===== config.mk =====
export PLATFORM = sky130hd
export DESIGN_NAME = pll_phase_ctrl
export DESIGN_NICKNAME = d
export VERILOG_FILES = /design/src/rtl/pll_phase_pkg.sv /design/src/rtl/pll_lock_filter.sv /design/src/rtl/pll_phase_ctrl.sv
export SDC_FILE = /design/constraint.sdc
export NUM_CORES = 1
export LEC_CHECK = 0
export CORE_MARGIN = 4
export CORE_UTILIZATION = 37
export DETAILED_ROUTE_END_ITERATION = 16
export PLACE_DENSITY = 0.6
export SLEW_MARGIN = 20
export SYNTH_ARGS = -nofsm -noshare
export SYNTH_HDL_FRONTEND = slang
export SYNTH_SLANG_ARGS = --single-unit

===== constraint.sdc =====
create_clock -name clk_i -period 3.45 [get_ports clk_i]
set_input_delay 0.8625 -clock clk_i [delete_from_list [all_inputs] [get_ports clk_i]]
set_output_delay 0.8625 -clock clk_i [all_outputs]
set_load 0.1 [all_outputs]

===== src/rtl/pll_phase_pkg.sv =====
// Shared types for the EHXPLLL dynamic phase-shift sequencer.
// Holds the FSM state encoding, the PHASESEL channel codes and parameter helpers.
package pll_phase_pkg;

    typedef enum logic [2:0] {
        ST_IDLE,
        ST_SETUP,
        ST_PULSE,
        ST_GAP,
        ST_SETTLE,
        ST_WAITLK,
        ST_DONE
    } state_e;

    typedef enum logic [1:0] {
        SEL_CLKOS  = 2'd0,
        SEL_CLKOS2 = 2'd1,
        SEL_CLKOS3 = 2'd2,
        SEL_CLKOP  = 2'd3
    } phasesel_e;

    function automatic int max2(input int a, input int b);
        return (a > b) ? a : b;
    endfunction

    // Timer holds (cycles - 1), so clog2 of the longest interval is enough.
    function automatic int timer_width(input int max_cycles);
        return (max_cycles > 1) ? $clog2(max_cycles) : 1;
    endfunction

endpackage


===== src/rtl/pll_lock_filter.sv =====
// Synchronises the raw PLL LOCK and qualifies it with a saturating run-length counter.
// locked_stable_o is high only after LOCK_FILTER consecutive synced-high cycles.
module pll_lock_filter #(
    parameter int LOCK_FILTER = 256
) (
    input  logic clk_i,
    input  logic reset_i,
    input  logic pll_locked_i,
    output logic locked_stable_o
);

    localparam int CNT_W = $clog2(LOCK_FILTER + 1);
    localparam logic [CNT_W-1:0] CNT_MAX = CNT_W'(LOCK_FILTER);

    logic             sync1_q;
    logic             sync2_q;
    logic [CNT_W-1:0] cnt_q;
    logic [CNT_W-1:0] cnt_d;

    always_comb begin
        cnt_d = cnt_q;
        if (!sync2_q) begin
            cnt_d = '0;
        end else if (cnt_q != CNT_MAX) begin
            cnt_d = cnt_q + CNT_W'(1);
        end
    end

    always_ff @(posedge clk_i) begin
        if (reset_i) begin
            sync1_q <= 1'b0;
            sync2_q <= 1'b0;
            cnt_q   <= '0;
        end else begin
            sync1_q <= pll_locked_i;
            sync2_q <= sync1_q;
            cnt_q   <= cnt_d;
        end
    end

    assign locked_stable_o = (cnt_q == CNT_MAX);

endmodule


===== src/rtl/pll_phase_ctrl.sv =====
// Dynamic phase-shift sequencer for the ECP5 EHXPLLL: turns step requests into
// PHASESEL/PHASEDIR/PHASESTEP sequences and tracks a signed position per channel.
module pll_phase_ctrl
    import pll_phase_pkg::*;
#(
    parameter int NUM_CH        = 4,
    parameter int STEP_W        = 8,
    parameter int PHASE_W       = 8,
    parameter int SETUP_CYCLES  = 4,
    parameter int PULSE_CYCLES  = 4,
    parameter int GAP_CYCLES    = 4,
    parameter int SETTLE_CYCLES = 64,
    parameter int LOCK_FILTER   = 256
) (
    input  logic                      clk_i,
    input  logic                      reset_i,
    input  logic                      pll_locked_i,
    input  logic                      req_valid_i,
    output logic                      req_ready_o,
    input  logic [1:0]                req_ch_i,
    input  logic                      req_dir_i,
    input  logic [STEP_W-1:0]         req_steps_i,
    output logic                      done_o,
    output logic                      busy_o,
    output logic                      lock_lost_o,
    output logic                      locked_stable_o,
    output logic [NUM_CH*PHASE_W-1:0] phase_pos_o,
    output logic [1:0]                phasesel_o,
    output logic                      phasedir_o,
    output logic                      phasestep_o,
    output logic                      phaseloadreg_o
);

    localparam int MAX_T = max2(max2(SETUP_CYCLES, PULSE_CYCLES),
                                max2(GAP_CYCLES, SETTLE_CYCLES));
    localparam int TMR_W = timer_width(MAX_T);

    localparam logic [TMR_W-1:0] T_SETUP  = TMR_W'(SETUP_CYCLES - 1);
    localparam logic [TMR_W-1:0] T_PULSE  = TMR_W'(PULSE_CYCLES - 1);
    localparam logic [TMR_W-1:0] T_GAP    = TMR_W'(GAP_CYCLES - 1);
    localparam logic [TMR_W-1:0] T_SETTLE = TMR_W'(SETTLE_CYCLES - 1);
    localparam logic [2:0]       NUM_CH_L = 3'(NUM_CH);

    state_e              state_q;
    logic [TMR_W-1:0]    tmr_q;
    logic [STEP_W-1:0]   rem_q;
    logic [1:0]          ch_q;
    logic                dir_q;
    logic                busy_q;
    logic                done_q;
    logic                lost_q;
    logic [1:0]          sel_q;
    logic                pdir_q;
    logic                step_q;
    logic [PHASE_W-1:0]  pos_q [NUM_CH];
    logic [PHASE_W-1:0]  pos_d [NUM_CH];

    logic locked_stable;
    logic accept;
    logic req_null;
    logic tmr_zero;
    logic step_now;

    pll_lock_filter #(
        .LOCK_FILTER(LOCK_FILTER)
    ) u_lock_filter (
        .clk_i          (clk_i),
        .reset_i        (reset_i),
        .pll_locked_i   (pll_locked_i),
        .locked_stable_o(locked_stable)
    );

    assign req_ready_o = (state_q == ST_IDLE) & locked_stable & ~reset_i;
    assign accept      = req_valid_i & req_ready_o;
    assign req_null    = (req_steps_i == '0) || ({1'b0, req_ch_i} >= NUM_CH_L);
    assign tmr_zero    = (tmr_q == '0);
    // A pulse already in flight still counts when lock drops mid-pulse.
    assign step_now    = (state_q == ST_PULSE) && (tmr_zero || !locked_stable);

    always_comb begin
        for (int c = 0; c < NUM_CH; c++) begin
            pos_d[c] = pos_q[c];
            if (step_now && (ch_q == 2'(c))) begin
                pos_d[c] = dir_q ? pos_q[c] + PHASE_W'(1) : pos_q[c] - PHASE_W'(1);
            end
        end
    end

    always_ff @(posedge clk_i) begin
        for (int c = 0; c < NUM_CH; c++) begin
            if (reset_i) begin
                pos_q[c] <= '0;
            end else begin
                pos_q[c] <= pos_d[c];
            end
        end
    end

    always_ff @(posedge clk_i) begin
        if (reset_i) begin
            state_q <= ST_IDLE;
            tmr_q   <= '0;
            rem_q   <= '0;
            ch_q    <= '0;
            dir_q   <= 1'b0;
            busy_q  <= 1'b0;
            done_q  <= 1'b0;
            lost_q  <= 1'b0;
            sel_q   <= SEL_CLKOS;
            pdir_q  <= 1'b0;
            step_q  <= 1'b1;
        end else begin
            done_q <= 1'b0;
            case (state_q)
                ST_IDLE: begin
                    if (accept) begin
                        ch_q   <= req_ch_i;
                        dir_q  <= req_dir_i;
                        rem_q  <= req_steps_i;
                        sel_q  <= req_ch_i;
                        pdir_q <= req_dir_i;
                        lost_q <= 1'b0;
                        if (req_null) begin
                            state_q <= ST_DONE;
                            done_q  <= 1'b1;
                            busy_q  <= 1'b0;
                        end else begin
                            state_q <= ST_SETUP;
                            tmr_q   <= T_SETUP;
                            busy_q  <= 1'b1;
                        end
                    end
                end
                ST_SETUP: begin
                    if (!locked_stable) begin
                        lost_q  <= 1'b1;
                        state_q <= ST_SETTLE;
                        tmr_q   <= T_SETTLE;
                    end else if (tmr_zero) begin
                        state_q <= ST_PULSE;
                        tmr_q   <= T_PULSE;
                        step_q  <= 1'b0;
                    end else begin
                        tmr_q <= tmr_q - TMR_W'(1);
                    end
                end
                ST_PULSE: begin
                    if (step_now) begin
                        rem_q  <= rem_q - STEP_W'(1);
                        step_q <= 1'b1;
                        if (!locked_stable) begin
                            lost_q  <= 1'b1;
                            state_q <= ST_SETTLE;
                            tmr_q   <= T_SETTLE;
                        end else begin
                            state_q <= ST_GAP;
                            tmr_q   <= T_GAP;
                        end
                    end else begin
                        tmr_q <= tmr_q - TMR_W'(1);
                    end
                end
                ST_GAP: begin
                    if (!locked_stable) begin
                        lost_q  <= 1'b1;
                        state_q <= ST_SETTLE;
                        tmr_q   <= T_SETTLE;
                    end else if (tmr_zero) begin
                        if (rem_q != '0) begin
                            state_q <= ST_PULSE;
                            tmr_q   <= T_PULSE;
                            step_q  <= 1'b0;
                        end else begin
                            state_q <= ST_SETTLE;
                            tmr_q   <= T_SETTLE;
                        end
                    end else begin
                        tmr_q <= tmr_q - TMR_W'(1);
                    end
                end
                ST_SETTLE: begin
                    // Skip WAITLK entirely when lock is already qualified.
                    if (tmr_zero) begin
                        if (locked_stable) begin
                            state_q <= ST_DONE;
                            done_q  <= 1'b1;
                            busy_q  <= 1'b0;
                        end else begin
                            state_q <= ST_WAITLK;
                        end
                    end else begin
                        tmr_q <= tmr_q - TMR_W'(1);
                    end
                end
                ST_WAITLK: begin
                    if (locked_stable) begin
                        state_q <= ST_DONE;
                        done_q  <= 1'b1;
                        busy_q  <= 1'b0;
                    end
                end
                ST_DONE: begin
                    state_q <= ST_IDLE;
                end
                default: begin
                    state_q <= ST_IDLE;
                end
            endcase
        end
    end

    always_comb begin
        phase_pos_o = '0;
        for (int c = 0; c < NUM_CH; c++) begin
            phase_pos_o[c*PHASE_W +: PHASE_W] = pos_q[c];
        end
    end

    assign done_o          = done_q;
    assign busy_o          = busy_q;
    assign lock_lost_o     = lost_q;
    assign locked_stable_o = locked_stable;
    assign phasesel_o      = sel_q;
    assign phasedir_o      = pdir_q;
    assign phasestep_o     = step_q;
    assign phaseloadreg_o  = 1'b1;

endmodule

## Word-level counts from Yosys, hierarchy flattened

Memories as Yosys holds them, arrays and structs flattened.
Cells that the tools add are included.

- Bits of input ports: 15
- ROM bits: 0
- Bits in registers: 35
- Bits in latches: 0
- Memories kept: 1
- RAM bits: 32
- Logic and storage cells: 145
- Output and inout port bits: 42

Memory list:

| name | depth | width | rd ports | clocked after memory_dff | write ports | RTL line | source |
|---|---|---|---|---|---|---|---|
| pos_q | 4 | 8 | 4 | 0 | 4 | pll_phase_ctrl.sv:55 | `logic [PHASE_W-1:0] pos_q [NUM_CH];` |

- Equal/unequal tests: 23
- Add/subtract/negate cells: 11
- Div/mod/pow operators: 0
- $lt $le $gt $ge: 0
- $mul: 0
- Multiplexer cells: 63
- Reduce and logical (&&, ||, !) cells: 26
- Shift operators: 0
- Bitwise operators: 9

Operators with widths:

| kind | count |
|---|---|
| $mux W8 | 14 |
| $mux W6 | 10 |
| $sub A8 B1 Y8 const B | 5 |
| $mux W3 | 11 |
| $add A8 B1 Y8 const B | 4 |
| $pmux W6 S5 | 1 |
| $ne A2 B2 Y1 const B | 11 |
| $mux W1 | 20 |
| $pmux W3 S6 | 1 |
| $pmux W8 S2 | 1 |
| $pmux W1 S3 | 4 |
| $add A9 B1 Y9 const B | 1 |
| $eq A9 B9 Y1 const B | 1 |
| $ne A9 B9 Y1 const B | 1 |
| $reduce_and A3 Y1 | 3 |
| $reduce_bool A3 Y1 | 3 |
| $logic_not A8 Y1 | 1 |
| $reduce_bool A8 Y1 | 1 |
| $reduce_and A7 Y1 | 1 |
| $eq A3 B2 Y1 const B | 2 |
| $eq A3 B3 Y1 const B | 2 |
| $logic_not A6 Y1 | 1 |
| $ne A3 B3 Y1 const B | 2 |
| $reduce_and A6 Y1 | 1 |
| 18 further kinds | 30 |

## Longest topological paths before layout

Gate-level depths: netlist of the first run.

- Word-level depth: 7
- Depth in mapped cells: 9
- Mapped depth without buffers: 8

## By module

Synthesis of the first run repeated with hierarchy kept, for this count alone.

- Cells, all modules: 544
- Area total of the unflattened synthesis: 4,490.6 um^2

By module, submodules not included:

| module | area each (um^2) | cells each | sequential area each (um^2) | times used |
|---|---|---|---|---|
| pll_phase_ctrl | 3,985.1 | 489 | 1,121.1 | 1 |
| pll_lock_filter | 505.5 | 55 | 220.2 | 1 |

## Worst setup path before layout of the first run

No wires, ideal clock.

- Path type: input port to output port
- Start point: input reset_i
- End point: output req_ready_o
- Data required time: 2,588 ps
- Data arrival time: 3,331 ps
- Path slack: -743 ps
- Buffers on the path: 2
- Stages: 3
- Cell sequence: clkbuf_1 clkbuf_1 nor3_1

- Word-level cells in the longest chain between the ends: 2

RTL lines:

| what | RTL line | source |
|---|---|---|
| start, declared | pll_phase_ctrl.sv:16 | `input logic reset_i,` |
| $not A1 Y1 | pll_phase_ctrl.sv:73 | `assign req_ready_o = (state_q == ST_IDLE) & locked_stable & ~reset_i;` |
| $and A1 B1 Y1 | pll_phase_ctrl.sv:73 |  |
| end, declared | pll_phase_ctrl.sv:19 | `output logic req_ready_o,` |

No other way between the ends.

## Final worst setup path of the first run

- Start point: register u_lock_filter.cnt_q[0]
- End point: output req_ready_o

- Word-level cells in the longest chain between the ends: 3

RTL lines:

| what | RTL line | source |
|---|---|---|
| start, declared | pll_lock_filter.sv:17 | `logic [CNT_W-1:0] cnt_q;` |
| start signal, assigned | pll_lock_filter.sv:37 | `cnt_q <= cnt_d;` |
| $eq A9 B9 Y1 | pll_lock_filter.sv:41 | `assign locked_stable_o = (cnt_q == CNT_MAX);` |
| $and A1 B1 Y1 (2 in a row) | pll_phase_ctrl.sv:73 |  |

No other way between the ends.

==> results.cfg, run 1 <==
[power]
vdd_drop_max_mv = 0.165
intPower_mw = 1.31
switchingPower_mw = 0.398
p_leak_nw = 2.24
combPwrFrac_pct = 3.0
seqPwrFrac_pct = 45.5
total_power_mw = 1.71
powerDensity_nw_per_um2 = 321
power_frac_clock_pct = 51.5
swShare_pct = 23.3

[clock_tree]
cts_inserted_buffers = 9
cts_max_level = 3
clk_latency_ns = 0.34
clock_sinks = 67
cts_tree = built
clock_path_buffers = 2
postCtsResizedCells = 0
clkTransAtPathRegs_ns = 0.06
cts_hold_buf = 0
post-cts-setup-buffer-count = 0
cts_root_buf = clkbuf_16

[min_path]
hold_path.class = reg2reg

[sta]
period_share_pct = 84.2
rsz0062_at_grt = false
skew_ns = 0.00507
hold_viol_final = 0
fmax_mhz = 344
worst_slack_ns = 0.544
slew_viol_final = 0
period_needed_ns = 2.91
slew_headroom_pct = 44.9
tns_ns = 0
worst_pin_slew_ns = 0.825
setup_violations = 0

[synthesis]
avgSynthCellArea_um2 = 8.36
synth_fp_nets = 576
synth_area_um2 = 4410
synth_cell_types = 65
ys_ff_latch = 67
synthFlopType = dfxtp_1
ys_seq_area_share_pct = 30.4
synthArstFlopShare_pct = 0
synth_edf_count = 0
yosys_warnings = 0
netlist_instances = 528

[detailed_routing]
drc = 0
dr.pass1.iters = 4
wl_per_cell_um = 14.9
avgViaCountPerCell = 5.47
drtIter0Drc = 203
routed_wl_um = 10900
postRouteAntennaNets = 0
dr_total_vias = 3982

[global_routing]
first_global_vias = 3689
grt_max_degree = 38
grt_antenna_before_repair = 0
track_usage_pct = 16.0
grt_overflow = 0
grt_pass1_wl_um = 17400

[place]
io_buffers = 55
dp_slack_ns = 0.621
dpl.hpwl_um = 7940
place.gp.congestion = 0.877

[setup_path]
required_ns = 2.59
crit_fanout = 10
cp-start-kind = flip-flop
cp.arrival_ns = 2.04
reg2reg_slack_ns = 0.97
path_class = reg2out
endpoint_kind = output port

[floorplan]
row_count = 39
die_w_um = 117
start_util_pct = 38.2
fp.dieH_um = 117
ios = 57
coreArea_um2 = 11600
die-area_um2 = 13700

[finish]
layout-drive-gt1-share_pct = 15.2
fillCellCount = 1128
area_growth_pct = 20.4
nets = 628
diodes = 0

[run_status]
outcome = complete, no violations

[job]
drv_cap = 0
[layout by cell type, fill, tap and decap left out, drive strengths merged, types with 13 or more instances in the layout]
cell	n
dfxtp	67
buf	50
nor2	49
nand2	44
a21oi	37
nand3	35
inv	30
ha	29
mux2i	20
xor2	16
o21ai	15
clkdlybuf4s50	13
[layout make-up]
cell class                      count  area [um2]  area share, %
Clock buffer                       10         239           4.50
Sequential cell                    67        1340           25.3
Clock inverter                      6        48.8          0.919
Tap cell                          143         179           3.37
Inverter                           28         105           1.98
Multi-Input combinational cell    411        2870           54.0
Timing Repair Buffer               63         528           9.94
[worst max-delay path: stages (launching register included)]
cell,delay [ns]
dfxtp_1,0.33
inv_1,0.09
ha_1,0.17
and4bb_2,0.29
nand2_1,0.27
nor3_2,0.35
buf_12,0.21
[per-stage QoR]
step | hold WS (ns) | cell area [um2] | util (%) | instances
final | 0.440 | 5310 | 45.9 | 728
after global routing | 0.467 | 5310 | 45.9 | 728
after CTS | 0.447 | 5310 | 45.9 | 728
after detailed placement | 0.434 | 5020 | 43.4 | 712
after global placement | 0.430 | 5020 | 43.4 | 712
after floorplan | 0.414 | 4420 | - | 528
[per-layer routing]
layer / share of wire (%) / vias up / GRT usage [%]
met1: 48 / 1873 / 21.0
met4: 1.5 / 0 / 5.89
met3: 3.3 / 12 / 3.08
li1: - / 2033 / -
met2: 48 / 64 / 25.9
met5: 0 / - / 0
[power by group through the flow]
stage,clock (mW),sequential (mW),combinational (mW)
floorplan,0,0.793,0.0260
global placement,0,0.793,0.0516
detailed placement,0,0.793,0.0525
CTS,0.904,0.775,0.0525
global route,0.940,0.775,0.0569
finish,0.878,0.776,0.0520
[Yosys cell counts, drive strengths merged, types with 3 or more instances]
cell type / instances / share of area, %
buf: 9 / 1.2
and3: 3 / 0.43
a21o: 5 / 0.85
nor3: 12 / 1.5
o2111ai: 7 / 1.4
nor4: 6 / 1.2
nand3: 35 / 4.0
mux2i: 20 / 4.5
xnor2: 12 / 2.4
ha: 29 / 8.2
nand3b: 3 / 0.51
a31oi: 8 / 1.1
dfxtp: 67 / 30
nand2b: 5 / 0.71
or4: 3 / 0.51
inv: 28 / 2.4
o31ai: 7 / 1.2
nor2b: 11 / 1.6
a21oi: 37 / 4.2
clkbuf: 13 / 1.1
xor2: 16 / 3.2
o211ai: 10 / 1.7
nor2: 49 / 4.2
or3b: 3 / 0.60
or3: 11 / 1.6
nand2: 44 / 3.9
a211oi: 5 / 0.96
fa: 4 / 1.8
o21ai: 15 / 1.7
a2111oi: 4 / 1.2
mux2: 4 / 1.0
a221oi: 3 / 0.74
o21bai: 5 / 0.85
nor3b: 5 / 1.2
and2: 3 / 0.43
[flip-flops by register name, summed over array words and instances, names as in the netlist, 2 cells and up]
signal,count
phasesel_o,2
pos_q,32
rem_q,8
state_q,3
tmr_q,6
u_lock_filter.cnt_q,9
[cells by family after synthesis]
logic type                 synth area share [%]
AOI/OAI and AO/OA                          20.3
xor gates and xnor gates                   5.56
adders and majority gates                  10.0
buffers and inverters                      4.68
DFF                                        30.4
muxes                                      5.56
other                                    0.0850
and+or+nand+nor                            23.4
[final timing paths]
check,startpoint,end,cells past startpoint
worst max register to register,state_q[2]$_SDFFE_PP0P_,pos_q[2][7]$_SDFFE_PP0P_,5
worst max-delay path,u_lock_filter.cnt_q[0]$_SDFFE_PP0N_,req_ready_o,6
worst min register to register,u_lock_filter.sync1_q$_SDFF_PP0_,u_lock_filter.sync2_q$_SDFF_PP0_,1
worst min-delay path,u_lock_filter.sync1_q$_SDFF_PP0_,u_lock_filter.sync2_q$_SDFF_PP0_,1
(Power assumes the default switching activity.)
==> inputs of run 2 (changes only) <==
==> constraint.sdc (replaced) <==
create_clock -name clk_i -period 3 [get_ports clk_i]
set_input_delay 0.75 -clock clk_i [delete_from_list [all_inputs] [get_ports clk_i]]
set_output_delay 0.75 -clock clk_i [all_outputs]
set_load 0.1 [all_outputs]
==> run 2 against run 1 <==
Net effect:
- core utilization is essentially flat
- worst hold slack gained 0.00096 ns
- worst setup slack lost 0.13 ns
- clock-buffer cell count grew 4
- via count grew 0.83%
- global-route usage grew 0.36 points
- first-iteration DRC count shrank 6.4%
- combinational power grew 12%
- critical path type unchanged
==> results.cfg, run 2 (synthesis gave the netlist of run 1 again) <==
[place]
io_buffers = 55
dpl-instance-area_um2 = 5040
place.gp.congestion = 0.846
dpl.hpwl_um = 8020

[detailed_routing]
dr_total_vias = 4015
postRouteAntennaNets = 0
drtIter0Drc = 190
routed_wl_um = 10800
wl_per_cell_um = 14.8
drc = 0
dr.pass1.iters = 4
avgViaCountPerCell = 5.50

[finish]
layout_common_cells = dfxtp_1 (66), nor2_1 (49), buf_4 (49)
diodes = 0
reg_top3 = pos_q: 32 flops, u_lock_filter.cnt_q: 9 flops, rem_q: 8 flops
nets = 630
mostFrequentLayoutCell = dfxtp_1
design_area_um2 = 5310
largest_reg_flops = 32
largest-register = pos_q
layout-drive-gt1-share_pct = 15.2
area_growth_pct = 20.4

[power]
vdd_drop_max_mv = 0.205
powerDensity_nw_per_um2 = 361
p_leak_nw = 2.25

[setup_path]
required_ns = 2.25
cp.arrival_ns = 1.83
path_class = reg2out
crit_fanout = 7
cp-start-kind = flip-flop
endpoint_kind = output port

[sta]
tns_ns = 0
rsz0062_at_grt = false
fmax_mhz = 387
worst_pin_slew_ns = 0.583
slew_headroom_pct = 60.6
setup_violations = 0
period_share_pct = 86.1
period_needed_ns = 2.58
slew_viol_final = 0
skew_ns = 0.00481
hold_viol_final = 0

[floorplan]
die_w_um = 117
fp.dieH_um = 117
ios = 57
row_count = 39
die-area_um2 = 13700
start_util_pct = 38.2
coreArea_um2 = 11600

[clock_tree]
cts_root_buf = clkbuf_16
cts_hold_buf = 0
cts_max_level = 3
clock_path_buffers = 2
cts_tree = built
cts_inserted_buffers = 9
clock_sinks = 67
clk_latency_ns = 0.33
postCtsResizedCells = 0
clkTransAtPathRegs_ns = 0.05
post-cts-setup-buffer-count = 0

[global_routing]
grt_overflow = 0
track_usage_pct = 16.3
first_global_vias = 3746
grt_antenna_before_repair = 0
grt_pass1_wl_um = 18000
grt_max_degree = 55

[run_status]
outcome = complete, no violations

[job]
drv_cap = 0

[min_path]
hold_path.class = reg2reg
[run 2: changes by cell type in the layout (fill, tap and decap cells not counted), moves of 2 or more]
| cell | change |
|---|---|
| buf_4 | +2 |
| clkinvlp_4 | -3 |
| inv_6 | -2 |
| clkinv_2 | +2 |
| clkbuf_1 | +3 |
[run 2: layout make-up]
class | instances | area (um2)
inverter | 28 | 105
tap | 143 | 179
timing repair buffer | 65 | 543
clock inverter | 2 | 10.0
multi-input combinational | 411 | 2870
fill | 1139 | 6250
sequential | 67 | 1340
clock buffer | 14 | 264
[run 2: report_power, final]
group / internal [mW] / switching (mW) / total (mW)
clock: 0.602 / 0.363 / 0.965
sequential: 0.892 / 0.000521 / 0.893
combinational: 0.0230 / 0.0350 / 0.0580
[run 2: routing by layer]
metal | global-route usage (%) | routed length [um] | up-vias
met5 | 0 | 0 | -
met4 | 6.65 | 212 | 0
met3 | 2.72 | 441 | 16
met2 | 25.8 | 5070 | 86
met1 | 22.1 | 5070 | 1875
li1 | - | - | 2038
[run 2: metrics by stage]
step	instances	utilization, %	worst slack [ns]	hold slack (ns)	power [mW]
after floorplan	528	-	-0.124	0.414	0.941
after global placement	714	43.6	0.323	0.437	0.970
after detailed placement	714	43.6	0.321	0.437	0.971
after CTS	730	45.9	0.402	0.450	1.95
after global routing	730	45.9	0.287	0.460	1.99
final	730	45.9	0.416	0.440	1.92
[run 2: final timing paths]
check,startpoint,to,slack [ns],cells past startpoint
worst max-delay path,u_lock_filter.cnt_q[0]$_SDFFE_PP0N_,locked_stable_o,0.42,6
worst min-delay path,u_lock_filter.sync1_q$_SDFF_PP0_,u_lock_filter.sync2_q$_SDFF_PP0_,0.44,1
worst max register to register,phasedir_o$_SDFFE_PP0P_,pos_q[3][7]$_SDFFE_PP0P_,0.68,8
worst min register to register,u_lock_filter.sync1_q$_SDFF_PP0_,u_lock_filter.sync2_q$_SDFF_PP0_,0.44,1
[run 2: critical path, cell delays in order (launching register included)]
cell and delay (ns):
dfxtp_1 0.32, inv_1 0.09, ha_1 0.19, and4bb_2 0.29, nand2_1 0.11, inv_1 0.29
buf_12 0.22
